==> config.mk <==
export PLATFORM = sky130hd
export DESIGN_NAME = bcd_2of5_serial_enc
export DESIGN_NICKNAME = d
export VERILOG_FILES = /design/src/rtl/bcd_2of5_serial_enc.sv
export SDC_FILE = /design/constraint.sdc
export NUM_CORES = 1
export LEC_CHECK = 0
export BUFFER_PORTS_ARGS = -buffer_cell sky130_fd_sc_hd__buf_2
export CAP_MARGIN = 30
export CORE_MARGIN = 8
export CORE_UTILIZATION = 53
export CTS_CLUSTER_DIAMETER = 60
export DETAILED_ROUTE_END_ITERATION = 10
export PLACE_DENSITY = 0.79
export SETUP_SLACK_MARGIN = 0.4
export SLEW_MARGIN = 10
export SYNTH_ARGS = -nofsm -noshare
export SYNTH_HDL_FRONTEND = slang
export SYNTH_SLANG_ARGS = --single-unit
==> constraint.sdc <==
create_clock -name clk -period 2.85 [get_ports clk]
set_input_delay 0.285 -clock clk [delete_from_list [all_inputs] [get_ports clk]]
set_output_delay 0.285 -clock clk [all_outputs]
set_load 0.01 [all_outputs]
==> src/rtl/bcd_2of5_serial_enc.sv <==
// Serial multi-digit BCD to 2-out-of-5 encoder: one digit per clock, LSB digit first.
// Optional saturating invalid-digit counter on err_cnt, enabled by defining BCD2OF5_ERRCNT_EN.
module bcd_2of5_serial_enc #(
    parameter int NDIG = 4,
    parameter int CW   = 4
) (
    input  logic              clk,
    input  logic              rst_n,
    input  logic              in_valid,
    output logic              in_ready,
    input  logic [4*NDIG-1:0] in_bcd,
    output logic              out_valid,
    input  logic              out_ready,
    output logic [5*NDIG-1:0] out_code,
    output logic [NDIG-1:0]   out_err
`ifdef BCD2OF5_ERRCNT_EN
    ,
    output logic [7:0]        err_cnt
`endif
);

    localparam logic [1:0] S_IDLE = 2'd0;
    localparam logic [1:0] S_CONV = 2'd1;
    localparam logic [1:0] S_DONE = 2'd2;

    logic [1:0]        state_q, state_d;
    logic [CW-1:0]     idx_q, idx_d;
    logic [4*NDIG-1:0] bcd_q, bcd_d;
    logic [5*NDIG-1:0] code_q, code_d;
    logic [NDIG-1:0]   err_q, err_d;

    logic [3:0]        dig;
    logic [4:0]        dig_code;
    logic              dig_inv;
    logic              last_dig;

    always_comb begin
        dig = '0;
        for (int unsigned k = 0; k < NDIG; k++) begin
            if (idx_q == k[CW-1:0]) dig = bcd_q[4*k +: 4];
        end
    end

    always_comb begin
        dig_inv = 1'b0;
        case (dig)
            4'd0:    dig_code = 5'b11000;
            4'd1:    dig_code = 5'b00011;
            4'd2:    dig_code = 5'b00101;
            4'd3:    dig_code = 5'b00110;
            4'd4:    dig_code = 5'b01001;
            4'd5:    dig_code = 5'b01010;
            4'd6:    dig_code = 5'b01100;
            4'd7:    dig_code = 5'b10001;
            4'd8:    dig_code = 5'b10010;
            4'd9:    dig_code = 5'b10100;
            default: begin
                dig_code = 5'b00000;
                dig_inv  = 1'b1;
            end
        endcase
    end

    assign last_dig = (idx_q == CW'(NDIG - 1));

    always_comb begin
        state_d = state_q;
        idx_d   = idx_q;
        bcd_d   = bcd_q;
        code_d  = code_q;
        err_d   = err_q;
        case (state_q)
            S_IDLE: begin
                if (in_valid) begin
                    bcd_d   = in_bcd;
                    idx_d   = '0;
                    err_d   = '0;
                    state_d = S_CONV;
                end
            end
            S_CONV: begin
                for (int unsigned k = 0; k < NDIG; k++) begin
                    if (idx_q == k[CW-1:0]) begin
                        code_d[5*k +: 5] = dig_code;
                        err_d[k]         = dig_inv;
                    end
                end
                idx_d = idx_q + 1'b1;
                if (last_dig) state_d = S_DONE;
            end
            S_DONE: begin
                if (out_ready) state_d = S_IDLE;
            end
            default: state_d = S_IDLE;
        endcase
    end

    always_ff @(posedge clk or negedge rst_n) begin
        if (!rst_n) begin
            state_q <= S_IDLE;
            idx_q   <= '0;
            bcd_q   <= '0;
            code_q  <= '0;
            err_q   <= '0;
        end else begin
            state_q <= state_d;
            idx_q   <= idx_d;
            bcd_q   <= bcd_d;
            code_q  <= code_d;
            err_q   <= err_d;
        end
    end

    assign in_ready  = (state_q == S_IDLE);
    assign out_valid = (state_q == S_DONE);
    assign out_code  = code_q;
    assign out_err   = err_q;

`ifdef BCD2OF5_ERRCNT_EN
    logic [7:0] cnt_q, cnt_d;

    // Counts every invalid digit as it is converted; holds at 255.
    always_comb begin
        cnt_d = cnt_q;
        if ((state_q == S_CONV) && dig_inv && (cnt_q != 8'hFF)) cnt_d = cnt_q + 8'd1;
    end

    always_ff @(posedge clk or negedge rst_n) begin
        if (!rst_n) cnt_q <= '0;
        else        cnt_q <= cnt_d;
    end

    assign err_cnt = cnt_q;
`endif

endmodule

==> results.yml <==
synthesis:
  ys.flop_type: "dfrtp_1"
  synth_edf_count: 0
  ys_seq_area_frac: 0.5421
  synth_area_per_cell_sq_um: 10.16
  ys_warn_count: 0
  synth-async-reset-ratio: 1.000
  synthCells: 209
  synthesis.nets: 233
  synth_area_sq_um: 2123
  yosysUniqueCellTypes: 38
  synth_seq_cells: 46
floorplanning:
  die_area_sq_um: 6288
  die_w_microns: 79.30
  io_pins: 46
  start_util: 0.5425
  die_h_microns: 79.30
  core.rowCount: 23
  coreArea_sq_um: 3914
hold_path:
  hp-class: "in2reg"
  min_to: "state_q[1]"
  hp-start: "out_ready"
  hold_depth: 2
timing:
  tns_ns: 0
  maxSlewViolCount: 0
  min_period_over_period: 0.8207
  fin_worst_skew_ns: 0.008024
  max_freq_mhz: 427.6
  setup-violations-final: 0
  fin_crit_ns: 2.339
  hold_violations: 0
  worst_slew_pin_slew_ns: 0.5699
  grt_setup_unrepaired: "no"
  slew_headroom: 0.6201
  final.setup.worst_slack_ns: 0.5111
setup_path:
  crit_buf_inv: 1
  reg2reg_slack_ns: 0.51
  worst-setup-path-type: "reg2reg"
  worstReg2RegEnd: "out_code[17]"
  cpLargestDelayFamily: "simple AND/OR/NAND/NOR gates"
  arrival_ns: 2.59
  path_cells: "ha_1 > nor3b_4 > buf_12 > a31oi_2 > a22o_1 > or4_1 > nand2_1 > mux2_2"
  cp_data_required_time_ns: 3.10
  critPathLaunch: "idx_q[0]"
  cp_max_fo: 9
  cpMaxStageDelayCell: "or4_1"
  endpoint_kind: "flop"
  critical-path-max-stage-delay_ns: 0.53
  start_kind: "flop"
  r2r_start: "idx_q[0]"
  ff2ff_path_depth: 8
routing:
  drt-initial-drc-count: 87
  dr.pass1.iters: 4
  wire_per_inst_microns: 15.11
  routed_wl_mm: 4.655
  drc: 0
  viasPerCell: 5.367
  final_antenna_net_count: 0
  vias: 1653
placement:
  port_buffers: 45
  dp_slack_ns: 0.4477
  gp_congestion: 0.8498
  hpwl_mm: 3.559
  dpl_cell_area_sq_um: 2400
final_layout:
  fill_cells: 327
  layout-drive-gt1-share: 0.2907
  final_area_sq_um: 2584
  multi_input_area_sq_um: 918.4
  syn2layout_area_growth_pct: 21.69
  fin_nets: 281
  layout_commonest_cell: "nand2_1"
  layout_common_cells: "nand2_1, dfrtp_1, buf_2"
  regArea_sq_um: 1151
  diodes: 0
cts:
  cts.sinks: 46
  clk_latency_ns: 0.30
  numCtsBuffers: 5
  clk_pin_slew_ns: 0.09
  htreeDepth: 2
  tritoncts: "yes"
  cts_root_buf: "clkbuf_8"
  cts_buffer_depth: 2
global_routing:
  antenna_found_initial: 0
  grt_use_met2: 0.2572
  grt_max_degree: 25
  grt_overflow: 0
  track_usage: 0.1549
  busiest_layer: "met2"
  met3_usage: 0.05079
  use_met1: 0.1856
  grt_pass1_wl_mm: 7.741
  grt_pass1_vias: 1626
flow_run:
  maxCapViolations: 0
power:
  comb_power_share: 0.465
  power_frac_seq: 0.350
  p_int_w: 0.001943
  netSwitchingFraction: 0.3977
  irDropWorstVdd_mv: 0.5243
  p_sw_w: 0.001283
  p_leak_nw: 1.339
  power_frac_clock: 0.185
  p_per_area_nw_per_um2: 1249
status:
  outcome: "finished, final reports clean"
==> stage by stage <==
step	hold slack [ns]	utilization	cells	total power [W]
after floorplan	-0.01059	-	209	0.002179
after global placement	0.4559	0.6061	297	0.002533
after detailed placement	0.3006	0.6132	298	0.002611
after CTS	0.1597	0.6522	307	0.003201
after global routing	0.1581	0.6602	308	0.003469
final	0.1486	0.6602	308	0.003227
==> cells by family (layout without fill, tap and decap cells) <==
logic type | count (synthesis) | count (layout) | share of synthesized area
AOI/OAI and AO/OA | 46 | 46 | 0.1461
xor gates and xnor gates | 1 | 1 | 0.01061
adders and majority gates | 5 | 5 | 0.02829
buffers and inverters | 14 | 63 | 0.03064
DFF | 46 | 46 | 0.5421
muxes | 13 | 13 | 0.06895
and+or+nand+nor | 84 | 84 | 0.1733
==> power by group through the flow <==
stage / Combinational (W) / Clock [W] / Sequential (W)
after CTS: 0.00148 / 0.000594 / 0.00113
after global routing: 0.00167 / 0.000629 / 0.00117
after floorplan: 0.00104 / 0 / 0.00114
after detailed placement: 0.00147 / 0 / 0.00114
final: 0.00150 / 0.000596 / 0.00113
after global placement: 0.00140 / 0 / 0.00113
==> layout make-up <==
class	count	area share
multi-input cells	149	0.3554
clock inverters	2	0.02324
flip-flops and latches	46	0.4455
inverters	7	0.01017
well taps	50	0.02421
repair buffers	48	0.1094
clock buffers	6	0.03196
==> registers in the layout, indices dropped and copies added (netlist names) <==
signal,flops
out_code,20
out_err,4
bcd_q,16
state_q,2
idx_q,4
==> metal layers <==
metal / part of all wire / routed length, microns / up-vias
met3: 0.049 / 228 / 8
li1: - / - / 811
met2: 0.48 / 2229 / 41
met1: 0.46 / 2136 / 793
met5: 0 / 0 / -
met4: 0.013 / 61 / 0
==> cells in the mapped netlist (3+ instances only) <==
| library cell | number | share of area |
|---|---|---|
| dfrtp_1 | 46 | 0.54 |
| ha_1 | 4 | 0.024 |
| mux2_2 | 13 | 0.069 |
| inv_1 | 7 | 0.012 |
| o21ai_0 | 19 | 0.045 |
| nand2_1 | 65 | 0.11 |
| a22o_1 | 4 | 0.016 |
| a31oi_1 | 3 | 0.0088 |
| a21oi_1 | 6 | 0.014 |
| nor2_1 | 6 | 0.011 |
| clkbuf_1 | 4 | 0.0071 |
| o2bb2ai_1 | 3 | 0.012 |
==> timing repair <==
| action | in CTS | in global routing |
|---|---|---|
| hold buffers | 1 | 0 |
| setup endpoints to repair | 0 | 23 |
| hold endpoints to repair | 22 | 0 |
| gates resized for setup | 0 | 3 |
| buffers inserted | 0 | 1 |
==> worst reg2reg max path, stage by stage, from the launching register on <==
cell and delay (ns):
dfrtp_1 0.44, ha_1 0.28, nor3b_4 0.26, buf_12 0.16
a31oi_2 0.05, a22o_1 0.28, or4_1 0.53, nand2_1 0.12
mux2_2 0.16
==> how the worst max path moves through the flow <==
stage / to / slack, ns / cells past startpoint
after floorplan: out_code[12] / 0.73 / 7
after global placement: out_code[7] / 0.50 / 7
after detailed placement: out_code[17] / 0.45 / 7
after CTS: out_code[5] / 0.43 / 8
after global routing: out_code[12] / 0.40 / 8
final: out_code[17] / 0.51 / 8
(Power assumes the default switching activity.)
